<file path="config.mk">
export PLATFORM = sky130hd
export DESIGN_NAME = btn_pulse_gen
export DESIGN_NICKNAME = d
export VERILOG_FILES = /design/src/rtl/btn_pulse_gen.sv
export SDC_FILE = /design/constraint.sdc
export NUM_CORES = 1
export LEC_CHECK = 0
export BUFFER_PORTS_ARGS = -buffer_cell sky130_fd_sc_hd__buf_2
export CORE_UTILIZATION = 66
export DETAILED_ROUTE_END_ITERATION = 10
export PLACE_DENSITY = 0.95
export SETUP_SLACK_MARGIN = 0.4
export SLEW_MARGIN = 20
export SYNTH_ARGS = -nofsm -noshare
export SYNTH_HDL_FRONTEND = slang
export SYNTH_SLANG_ARGS = --single-unit
</file>
<file path="constraint.sdc">
create_clock -name clk -period 5.1 [get_ports clk]
set_input_delay 0.255 -clock clk [delete_from_list [all_inputs] [get_ports clk]]
set_output_delay 0.255 -clock clk [all_outputs]
set_load 0.005 [all_outputs]
</file>
<file path="src/rtl/btn_pulse_gen.sv">
// Push-button conditioner: 2-flop synchroniser, press/release debounce FSM,
// one-clock step pulse on press and optional auto-repeat while held.
module btn_pulse_gen #(
    parameter int DEBOUNCE_CYCLES = 4,
    parameter int REPEAT_DELAY    = 10,
    parameter int REPEAT_PERIOD   = 3,
    parameter int CNT_W           = 16
) (
    input  logic clk,
    input  logic rst,
    input  logic btn_in,
    input  logic repeat_en,
    output logic pulse,
    output logic rpt,
    output logic pressed
);

    localparam logic [CNT_W-1:0] DB_LAST = CNT_W'(DEBOUNCE_CYCLES - 1);
    localparam logic [CNT_W-1:0] RD_LAST = CNT_W'(REPEAT_DELAY - 1);
    localparam logic [CNT_W-1:0] RP_LAST = CNT_W'(REPEAT_PERIOD - 1);

    typedef enum logic [1:0] {
        IDLE     = 2'd0,
        DB_PRESS = 2'd1,
        HELD     = 2'd2,
        DB_REL   = 2'd3
    } state_t;

    logic [1:0]       sync_reg;
    logic             btn_s;
    state_t           state_reg;
    logic [CNT_W-1:0] dcnt_reg;
    logic [CNT_W-1:0] rcnt_reg;
    logic             phase_reg;
    logic             pulse_reg;
    logic             rpt_reg;
    logic             pressed_reg;

    always_ff @(posedge clk or posedge rst) begin
        if (rst) begin
            sync_reg <= 2'b00;
        end else begin
            sync_reg <= {sync_reg[0], btn_in};
        end
    end

    assign btn_s = sync_reg[1];

    always_ff @(posedge clk or posedge rst) begin
        if (rst) begin
            state_reg   <= IDLE;
            dcnt_reg    <= '0;
            rcnt_reg    <= '0;
            phase_reg   <= 1'b0;
            pulse_reg   <= 1'b0;
            rpt_reg     <= 1'b0;
            pressed_reg <= 1'b0;
        end else begin
            pulse_reg <= 1'b0;
            rpt_reg   <= 1'b0;
            case (state_reg)
                IDLE: begin
                    if (btn_s) begin
                        state_reg <= DB_PRESS;
                        dcnt_reg  <= '0;
                    end
                end
                DB_PRESS: begin
                    if (!btn_s) begin
                        state_reg <= IDLE;
                    end else if (dcnt_reg == DB_LAST) begin
                        state_reg   <= HELD;
                        pulse_reg   <= 1'b1;
                        pressed_reg <= 1'b1;
                        rcnt_reg    <= '0;
                        phase_reg   <= 1'b0;
                    end else begin
                        dcnt_reg <= dcnt_reg + 1'b1;
                    end
                end
                HELD: begin
                    // Leaving for DB_REL keeps rcnt/phase so a rejected glitch resumes the cadence
                    if (!btn_s) begin
                        state_reg <= DB_REL;
                        dcnt_reg  <= '0;
                    end else if (!repeat_en) begin
                        rcnt_reg  <= '0;
                        phase_reg <= 1'b0;
                    end else if (rcnt_reg == (phase_reg ? RP_LAST : RD_LAST)) begin
                        pulse_reg <= 1'b1;
                        rpt_reg   <= 1'b1;
                        rcnt_reg  <= '0;
                        phase_reg <= 1'b1;
                    end else begin
                        rcnt_reg <= rcnt_reg + 1'b1;
                    end
                end
                DB_REL: begin
                    if (btn_s) begin
                        state_reg <= HELD;
                    end else if (dcnt_reg == DB_LAST) begin
                        state_reg   <= IDLE;
                        pressed_reg <= 1'b0;
                    end else begin
                        dcnt_reg <= dcnt_reg + 1'b1;
                    end
                end
                default: state_reg <= IDLE;
            endcase
        end
    end

    assign pulse   = pulse_reg;
    assign rpt     = rpt_reg;
    assign pressed = pressed_reg;

endmodule

</file>
[After elaboration in Yosys (flattened, before gate mapping)]
Index checks and enable logic that the tools add are counted.
Operators by class
  add/subtract/negate cells: 2
  equal/unequal tests: 15
  muxes and demuxes: 37
  reductions and logical operators: 8
Operators by type and width (count)
  $mux W16: 10
  $pmux W16 S4: 1
  $add A16 B1 Y16 const B: 2
  $pmux W16 S2: 1
  $eq A16 B2 Y1 const B: 1
  $eq A16 B4 Y1: 1
  $mux W1: 14
  $ne A2 B2 Y1 const B: 7
  $mux W2: 6
  $reduce_and A4 Y1: 3
  $reduce_and A5 Y1: 2
  $ne A3 B3 Y1 const B: 3
  $pmux W2 S4: 1
  $pmux W1 S2: 3
  $eq A2 B2 Y1 const B: 2
  $mux W4: 1
  $reduce_bool A2 Y1: 2
  $eq A2 B1 Y1 const B: 1
  $logic_not A2 Y1: 1
Word-level totals
  register bits: 40
  bits of input ports: 4
  output and inout port bits: 3
  word-level logic and storage cells: 70

[Longest topological paths before layout]
Gate-level depths: netlist (run 1).
  depth in word-level cells: 6
  depth in mapped cells: 9
  gate-level depth less buffers: 7

[Worst setup path before layout (run 1)]
OpenSTA, ideal clock, no wires.
  kind: register to register
  start: register state_reg[0]
  end: register dcnt_reg[14]
  arrival time: 2.038 ns
  required time: 5.023 ns
  path slack: 2.984 ns
  cell stages (with the launch flop): 8
  clock period less this slack: 2.116 ns
  path through: dfrtp_1 > ha_1 > buf_2 > or3_4 > o31ai_4 > nand4_1 > or4_1 > a21oi_1
Between the ends
  word-level cells in the longest chain between the ends: 3
  elaborated cells on any way between the ends: 10
  classes of those cells: 7 x eq/ne; 1 x mux; 2 x reduce/logical
RTL lines
  start: declaration: line 31  | state_t state_reg;
  start signal: assignment: line 51  | state_reg <= IDLE;
  start signal: assignment: line 64  | state_reg <= DB_PRESS;
  start signal: assignment: line 70  | state_reg <= IDLE;
  $eq A2 B2 Y1, or another cell as far along: line 61  | case (state_reg)
  $ne A2 B2 Y1 (no source line)
  $reduce_and A4 Y1 (no source line)
  end signal: assignment: line 78  | dcnt_reg <= dcnt_reg + 1'b1;
  end signal: assignment: line 105  | dcnt_reg <= dcnt_reg + 1'b1;
  end: declaration: line 32  | logic [CNT_W-1:0] dcnt_reg;
Parallel ways exist; a longest one is shown, timed or not.
A chain may end at the register's enable or synchronous reset.

[Final worst setup path (run 1)]
  start: register dcnt_reg[0]
  end: register rcnt_reg[15]
Between the ends
  word-level cells in the longest chain between the ends: 3
RTL lines
  $eq A16 B2 Y1: line 71  | end else if (dcnt_reg == DB_LAST) begin
  $ne A2 B2 Y1 (no source line)
  $reduce_and A4 Y1 (no source line)
  end signal: assignment: line 95  | rcnt_reg <= rcnt_reg + 1'b1;
  end: declaration: line 33  | logic [CNT_W-1:0] rcnt_reg;
No other way between the ends.

==> out/qor.txt, run 1 <==
Final HPWL DP = 3450 um
sequential power share = 44.7%
Post-DRT Antenna Nets = 0
Inserted Clock Buffers = 5
most frequent CP cell = o21ai_0
setup violators final = 0
synthesized area per cell = 9.35 sq um
wire per inst = 16.7 um
routed vias = 1,962
required time at the worst-slack endpoint = 5.35 ns
clock root cell = clkbuf_4
Final Skew = 0.00708 ns
CP startpoint = dcnt_reg[0]
largest cells by area after synthesis = dfrtp_1 (44%), o21ai_0 (4.4%), a22o_1 (3.5%), nand2_1 (3.5%), ha_1 (3.3%)
worst vdd ir = 0.378 mV
highest attainable clock frequency = 0.340 GHz
GRT Util Overall = 31.6%
P per Cell Area = 368 nW/um^2
area share of the largest cell type after synthesis = 43.9%
final WL = 4920 um
combinational share of power = 35.0%
synth warn = 0
CTS tree = built
P_leak = 1.02 nW
Layout Nets = 260
initial antenna violation count = 0
delay-heaviest family, CP = compound AO/OA/AOI/OAI gates
FP Rows = 20
Post-route DRC = 0
Slew @ Worst Pin = 1.02 ns
vias in the first global route = 1,863
failing checks = negative hold slack
largest net degree at the start of global routing = 41
slowest CP cell = o21ai_0
cell-internal power = 0.530 mW
Clock Sink Count = 40
remaining global-route overflow = 0
Core Footprint = 3180 sq um
WHS = -0.00499 ns
share of layout cells above drive strength 1 = 8.40%
Area growth syn-to-layout = 4.99%
io pins = 7
DR iter-0 viols = 135
die height = 60.8 um
Net Switching = 0.351 mW
clock power share = 20.3%
status = complete, but fails checks
CP Cell Sequence = ha_1 > nor3b_1 > nand4_1 > o21ai_0 > o21ai_0 > a22o_1
Placer Congestion = 0.860
DR vias/cell = 6.67
Netlist cell types = 49
Worst Hold Class = input pin to async pin
flops & latches, synth = 40
Relative slew margins = 31.0%
Worst R2R Path Depth = 6
# port buffers = 6
WP buf/inv = 0
DIE AREA = 3700 sq um
Post-Syn Nets = 254
global-route wire length before repair = 8400 um
Final Hold Fails = 5
final slew viol count = 0
Worst-path clk slew = 0.12 ns
register area share after synthesis = 43.9%
Die Wd = 60.8 um
Worst setup EP type = flop
Max-cap violations = 0
switching share of total power = 39.9%
Starting Density = 71.8%
Crit path largest cell delay = 0.98 ns
minimum clock period = 2.94 ns
H-tree depth = 2
netlist area before placement = 2280 sq um
final cell utilization of the core = 75.4%
FF-to-FF setup slack = 2.16 ns
Clock Latency Late Sink = 0.35 ns
Tot Pwr = 0.881 mW
crit path launch type = flop
Main synth FF type = dfrtp_1
RSZ-0062 raised after global routing = no
setup_tns = 0 ns
cell accounting for the most synthesized area = dfrtp_1
Bufs on Longest Clock Path = 2
ANT cells = 0
Post-synth EDFFs = 0
Arrival @ worst endpoint = 3.19 ns
ys async rst share = 100%
CP Class = flop to flop
largest fanout on the critical path = 11
reg2reg start = dcnt_reg[0]
reg2reg end = rcnt_reg[15]
router iterations before antenna repair = 4
Final period util = 57.6%
Synth Instances = 244
## how the worst max path moves through the flow
stage	endpoint	slack, ns	depth (start not counted)
after floorplan	dcnt_reg[14]	2.98	7
after CTS	rcnt_reg[15]	2.25	6
after detailed placement	rcnt_reg[15]	2.29	6
after global routing	rcnt_reg[9]	1.86	6
final	rcnt_reg[15]	2.16	6
after global placement	rcnt_reg[14]	2.39	6
## cells in the mapped netlist, types with 4 or more instances
master    number
a22o_1         9
inv_1          7
nor2_1        17
nor3_1         5
o31ai_1        4
nor4_1        11
a21oi_1       10
nand3_1       11
or3_1          5
dfrtp_1       40
nor2b_1        4
nand4_1        9
xor2_1         6
buf_2          4
or4_1          4
nand2_1       21
o211ai_1       6
o21ai_0       20
ha_1           6
and3_1         6
## layout make-up
type	count	area, sq um
fillers	217	782
inverters	8	30.0
repair buffers	8	47.5
clock buffers	7	65.1
flip-flops and latches	40	1000
well taps	44	55.1
multi-input cells	187	1200
## worst reg2reg max path: stages (launching register included)
cell,delay (ns)
dfrtp_1,0.41
ha_1,0.25
nor3b_1,0.20
nand4_1,0.44
o21ai_0,0.98
o21ai_0,0.27
a22o_1,0.29
## cells by family after synthesis
logic type	Yosys count	synth area share [%]
AO/OA/AOI/OAI	67	20.9
XOR/XNOR	7	2.69
adder cells (fa/ha/maj)	6	3.29
buffers and inverters	17	3.67
flip-flops	40	43.9
multiplexers	1	0.439
AND/OR/NAND/NOR	106	25.2
## per-layer routing
layer | track usage, % | share of wire (%)
met5 | 0 | 0
met4 | 14.6 | 2.3
met3 | 7.04 | 7.1
met2 | 48.0 | 47
met1 | 43.4 | 44
## power by group through the flow
stage | combinational, mW | clock, mW | sequential, mW
2_1_floorplan | 0.245 | 0 | 0.387
3_3_place_gp | 0.282 | 0 | 0.396
3_5_place_dp | 0.303 | 0 | 0.398
4_1_cts | 0.305 | 0.180 | 0.393
5_1_grt | 0.342 | 0.194 | 0.400
6_report | 0.308 | 0.179 | 0.394
## per-stage QoR
stage / hold slack (ns) / std cells / setup WS, ns / area (sq um)
detailed placement: 0.344 / 286 / 2.29 / 2320
floorplan: 0.286 / 244 / 2.98 / 2280
finish: -0.00499 / 294 / 2.16 / 2400
global placement: 0.343 / 286 / 2.39 / 2320
CTS: 0.00277 / 293 / 2.25 / 2390
global route: 0.0630 / 294 / 1.86 / 2400
## placed cells by master (no fill, tap or decap), types with 2 or more instances in the layout
cell type  count
clkbuf_4       5
nand2_1       21
nor2_1        17
or4_1          4
o21ai_0       20
a22o_1         9
xor2_1         6
a2bb2oi_1      3
and3_1         6
o2111ai_1      2
o211ai_1       6
nand4_1        9
o31a_1         2
buf_2          6
a21oi_1       10
nor2b_1        4
nor3_1         5
clkbuf_8       2
inv_1          7
nand3_1       11
dfrtp_1       40
o221ai_1       2
ha_1           6
nor4bb_1       2
or3_1          5
nor4_1        11
and2_1         3
o31ai_1        4
## what timing repair did
| item | 4_1_cts | 5_1_grt |
|---|---|---|
| hold endpoints to repair | 0 | 1 |
| gates resized for setup | 0 | 0 |
| buffers inserted | 0 | 0 |
| setup endpoints to repair | 0 | 0 |
| hold buffers | 0 | 1 |
No activity file was read; power rests on OpenSTA's default activity.
==> inputs of run 2 (changes only) <==
Settings changed: CORE_UTILIZATION 66 to 61, PLACE_DENSITY 0.95 to 0.9.
Clock period 5.1 ns to 2.86 ns, I/O delays scaled along.
==> run 2 against run 1 <==
The flow now finishes without violations. Fmax increased by 30%. Clock skew increased by 0.0011 ns. Utilization decreased by 4.1 points. Sequential share of layout area decreased by 1.3 points. Clock power increased to 2.5 times the previous value. Global-route usage decreased by 4.7 points. Worst setup slack got worse by 1.6 ns. Die area increased by 7.9%.
==> out/qor.txt, run 2 (same netlist as run 1, synthesis figures left out) <==
Crit path largest cell delay = 0.50 ns (-0.48 ns)
setup violators final = 0 (unchanged)
reg2reg end = dcnt_reg[14]
final slew viol count = 0 (unchanged)
Inserted Clock Buffers = 5 (unchanged)
Core Footprint = 3470 sq um (+9.1%)
Worst setup EP type = flop
Arrival @ worst endpoint = 2.48 ns (-0.71 ns)
required time at the worst-slack endpoint = 3.08 ns (-2.27 ns)
Worst R2R Path Depth = 6 (unchanged)
DR vias/cell = 6.50 (-2.6%)
Worst-path clk slew = 0.08 ns (-0.04 ns)
largest fanout on the critical path = 9 (-2)
Post-route DRC = 0 (unchanged)
status = finished clean
FF-to-FF setup slack = 0.60 ns (-1.56 ns)
delay-heaviest family, CP = simple AND/OR/NAND/NOR gates
# port buffers = 6 (unchanged)
P per Cell Area = 690 nW/um^2 (+88%)
largest net degree at the start of global routing = 24 (-41%)
most frequent cells in the layout = dfrtp_1 (40), nand2_1 (21), o21ai_0 (20)
Clock Sink Count = 40 (unchanged)
highest attainable clock frequency = 0.443 GHz (+30%)
setup_tns = 0 ns (unchanged)
routed vias = 1,956 (-0.31%)
Clock Latency Late Sink = 0.30 ns (-0.05 ns)
global-route wire length before repair = 8470 um (+0.74%)
CP Cell Sequence = ha_1 > or3_4 > o31ai_4 > nand4_1 > or4_1 > a21oi_1
WP buf/inv = 0 (unchanged)
Finished Layout Cells = 301 (+2.4%)
Worst Hold Class = input pin to async pin
RSZ-0062 raised after global routing = no
Layout Nets = 264 (+1.5%)
initial antenna violation count = 0 (unchanged)
ANT cells = 0 (unchanged)
worst vdd ir = 0.565 mV (+50%)
clock root cell = clkbuf_8
slowest CP cell = or4_1
DIE AREA = 3990 sq um (+7.9%)
wire per inst = 15.8 um (-5.4%)
Die Wd = 63.2 um (+3.9%)
Post-DRT Antenna Nets = 0 (unchanged)
dpl cells = 292 (+2.1%)
Area growth syn-to-layout = 8.28%
Slew @ Worst Pin = 0.850 ns (-0.174 ns)
Final period util = 79.0% (+21 points)
Starting Density = 65.8% (-6.0 points)
FP Rows = 21 (+5.0%)
Relative slew margins = 43.3% (+12 points)
final WL = 4760 um (-3.2%)
io pins = 7 (unchanged)
Max-cap violations = 0 (unchanged)
Placer Congestion = 0.895 (+4.0%)
reg2reg start = state_reg[0]
most common cell after layout, fill and taps aside = dfrtp_1
share of layout cells above drive strength 1 = 9.80% (+1.4 points)
Final HPWL DP = 3360 um (-2.5%)
vias in the first global route = 1,901 (+2.0%)
CTS tree = built
P_leak = 1.06 nW (+3.6%)
crit path launch type = flop
DR iter-0 viols = 127 (-5.9%)
CP Class = flop to flop
GRT Util Overall = 26.9% (-4.7 points)
Final Hold Fails = 0 (-5)
remaining global-route overflow = 0 (unchanged)
CTS-repair resized insts = 0 (unchanged)
Final Skew = 0.00823 ns (+0.00115 ns)
router iterations before antenna repair = 5 (+1)
Tot Pwr = 1.71 mW (+93%)
die height = 63.2 um (+3.9%)
Bufs on Longest Clock Path = 2 (unchanged)
minimum clock period = 2.26 ns (-0.679 ns)
H-tree depth = 2 (unchanged)
-- run 2: routing by layer --
metal  vias to the layer above  GRT usage, %  wire (um)
met5                         -             0          0
met1                       921          37.7       2210
met4                         0          11.3         76
met3                        11          4.89        326
li1                        942             -          -
met2                        82          40.9       2150
-- run 2: worst max path at each step --
| stage | startpoint | cells after the start | end |
|---|---|---|---|
| after floorplan | state_reg[0] | 7 | dcnt_reg[14] |
| after global placement | state_reg[0] | 6 | dcnt_reg[14] |
| after detailed placement | state_reg[0] | 6 | dcnt_reg[14] |
| after CTS | state_reg[0] | 6 | dcnt_reg[14] |
| after global routing | state_reg[0] | 6 | dcnt_reg[14] |
| final | state_reg[0] | 6 | dcnt_reg[14] |
-- run 2: area by class of cell --
| cell class | instances | area (sq um) |
|---|---|---|
| clock buffer | 6 | 72.6 |
| clock inverter | 2 | 35.0 |
| fill | 263 | 997 |
| inverter | 8 | 30.0 |
| multi-input combinational | 187 | 1200 |
| sequential | 40 | 1000 |
| tap | 46 | 57.6 |
| timing repair buffer | 12 | 77.6 |
-- run 2: repair_timing --
action / CTS / global route
hold buffers: 1 / 0
setup buffers: 0 / 0
hold endpoints to repair: 1 / 0
endpoints found under the setup margin: 0 / 0
-- run 2: metrics by stage --
step	setup WS [ns]	util, %	hold slack (ns)	instance area, sq um
detailed placement	0.623	67.9	0.255	2350
global placement	0.702	67.9	0.252	2350
global route	0.436	71.2	0.107	2470
CTS	0.603	71.2	0.0526	2470
finish	0.602	71.2	0.00683	2470
floorplan	0.744	-	0.174	2280
-- run 2: power by group --
group	leakage (nW)	internal [mW]	switching (mW)
sequential	0.542	0.627	0.0715
clock	0.0552	0.259	0.197
combinational	0.458	0.203	0.348
==> inputs of run 3 (changes only) <==
Clock period 2.86 ns to 2.2 ns, I/O delays scaled along.
==> run 3 against run 2 <==
The run now ends with negative setup slack left. Flip-flop and latch count is the same. Sequential power is 36% higher. Clock skew rose by 0.0081 ns. Critical path depth up 5. Final cell count grew 15%. Utilization increased by 18 points. Wire length increased by 100%. Design area up 25%. Clock power increased by 18%. Largest power group is now combinational cells.
==> out/qor.txt, run 3 (same netlist as run 1, synthesis figures left out) <==
final cell utilization of the core = 89.3% (+18 points)
highest attainable clock frequency = 0.446 GHz (+0.78%)
vias in the first global route = 2,149 (+13%)
die height = 63.2 um (unchanged)
DR iter-0 viols = 646 (+410%)
failing checks = negative setup slack
most common cell after layout, fill and taps aside = buf_4
FP Rows = 21 (unchanged)
GRT Util Overall = 36.0% (+9.1 points)
CTS tree = built
status = complete, but fails checks
clock root cell = clkbuf_8
Worst-path clk slew = 0.09 ns (about the same)
router iterations before antenna repair = 6 (+1)
final slew viol count = 0 (unchanged)
Final Skew = 0.0164 ns (+0.00815 ns)
Worst Hold Class = input pin to flop
Die Wd = 63.2 um (unchanged)
Worst Hold Depth = 3
routed vias = 2,751 (+41%)
# port buffers = 6 (unchanged)
final WL = 9630 um (+100%)
CP Class = flop to flop
worst slack, placed = 0.0819 ns (-0.541 ns)
P_leak = 1.31 nW (+24%)
Post-route DRC = 0 (unchanged)
Clock Sink Count = 40 (unchanged)
io pins = 7 (unchanged)
most frequent cells in the layout = buf_4 (38), dfrtp_1 (33), nand2_1 (18)
fill count = 132 (-50%)
Slew @ Worst Pin = 0.520 ns (-0.330 ns)
initial antenna violation count = 0 (unchanged)
Bufs on Longest Clock Path = 2 (unchanged)
DR vias/cell = 7.97 (+23%)
crit path launch type = flop
Relative slew margins = 65.3% (+22 points)
Layout Nets = 308 (+17%)
share of layout cells above drive strength 1 = 39.8% (+30 points)
Final WS setup = -0.0410 ns (-0.643 ns)
Post-DRT Antenna Nets = 0 (unchanged)
setup violators final = 3 (+3)
Worst R2R Path Depth = 11 (+5)
sequential cell area = 1010 sq um (+0.88%)
Max-cap violations = 0 (unchanged)
global-route wire length before repair = 10,800 um (+28%)
Worst setup EP type = flop
Placer Congestion = 0.838 (-6.3%)
Final period util = 102% (+23 points)
Final Hold Fails = 0 (unchanged)
Arrival @ worst endpoint = 2.44 ns (-0.04 ns)
FF-to-FF setup slack = -0.04 ns (-0.64 ns)
RSZ-0062 raised after global routing = yes
Final HPWL DP = 3250 um (-3.4%)
Clock Latency Late Sink = 0.33 ns (+0.03 ns)
worst vdd ir = 0.772 mV (+37%)
remaining global-route overflow = 0 (unchanged)
required time at the worst-slack endpoint = 2.40 ns (-0.68 ns)
Core Footprint = 3470 sq um (unchanged)
H-tree depth = 2 (unchanged)
Area growth syn-to-layout = 35.7%
largest fanout on the critical path = 6 (-3)
DIE AREA = 3990 sq um (unchanged)
minimum clock period = 2.24 ns (-0.0174 ns)
WHS = 0.113 ns (+0.106 ns)
P per Cell Area = 1010 nW/um^2 (+46%)
largest net degree at the start of global routing = 41 (+71%)
Starting Density = 65.8% (unchanged)
wire per inst = 27.9 um (+76%)
Inserted Clock Buffers = 5 (unchanged)
ANT cells = 0 (unchanged)
multi-input logic area = 1460 sq um (+22%)
==> run 3: cell types whose count changed in the layout (fill, tap and decap cells not counted), moves of 6 or more <==
| cell | before | now |
|---|---|---|
| buf_4 | 5 | 38 |
| buf_6 | 0 | 7 |
| dfrtp_1 | 40 | 33 |
| dfrtp_2 | 0 | 7 |
| ha_1 | 6 | 0 |
| nor4_1 | 11 | 3 |
| nor4_2 | 0 | 7 |
| o21ai_0 | 20 | 10 |
==> run 3: power breakdown <==
group | total, mW | switching, mW | internal (mW)
Clock | 0.537 | 0.315 | 0.222
Combinational | 1.64 | 0.908 | 0.731
Sequential | 0.948 | 0.131 | 0.817
Total | 3.12 | 1.35 | 1.77
==> run 3: routing by layer <==
layer / global-route usage (%) / routed length [um]
met1: 46.8 / 3210
met3: 5.80 / 1470
met4: 20.1 / 909
met2: 57.3 / 4040
met5: 0 / 0
==> run 3: layout make-up <==
class,instances,area share (%)
clock buffers,5,2.22
repair buffers,55,14.7
clock inverters,3,0.606
inverters,8,0.970
well taps,46,1.86
flip-flops and latches,40,32.6
multi-input cells,188,47.0
==> run 3: worst paths after layout <==
| kind | endpoint | start |
|---|---|---|
| worst min-delay path | phase_reg | repeat_en |
| worst max-delay path | rcnt_reg[4] | flop |
| max in group asynchronous | rcnt_reg[0] | rst |
| worst max register to register | rcnt_reg[4] | flop |
| min in group asynchronous | rcnt_reg[2] | rst |
| worst min register to register | sync_reg[1] | sync_reg[0] |
==> run 3: worst max-delay path, cell delays in order, from the launching register on <==
cell and delay, ns:
dfrtp_1 0.43, inv_2 0.10, ha_4 0.19, buf_4 0.14, buf_6 0.12, nand3b_1 0.24
buf_4 0.21, o21ai_4 0.08, buf_6 0.13, buf_6 0.12, o21ai_0 0.09, a22o_1 0.26
==> run 3: stage by stage <==
step,power (mW),setup TNS (ns),instance area [sq um],instances
global placement,1.66,0,2400,296
CTS,2.48,0,2810,326
floorplan,1.49,0,2310,244
global route,3.18,-0.192,3100,345
detailed placement,1.68,0,2400,296
finish,3.12,-0.0942,3100,345
==> run 3: repair_timing <==
action / in CTS / in global routing
endpoints found under the hold margin: 41 / 0
hold buffers: 2 / 0
gates cloned: 1 / 2
pin swaps: 15 / 21
buffers inserted: 19 / 17
setup endpoints to repair: 31 / 35
gates resized for setup: 28 / 52
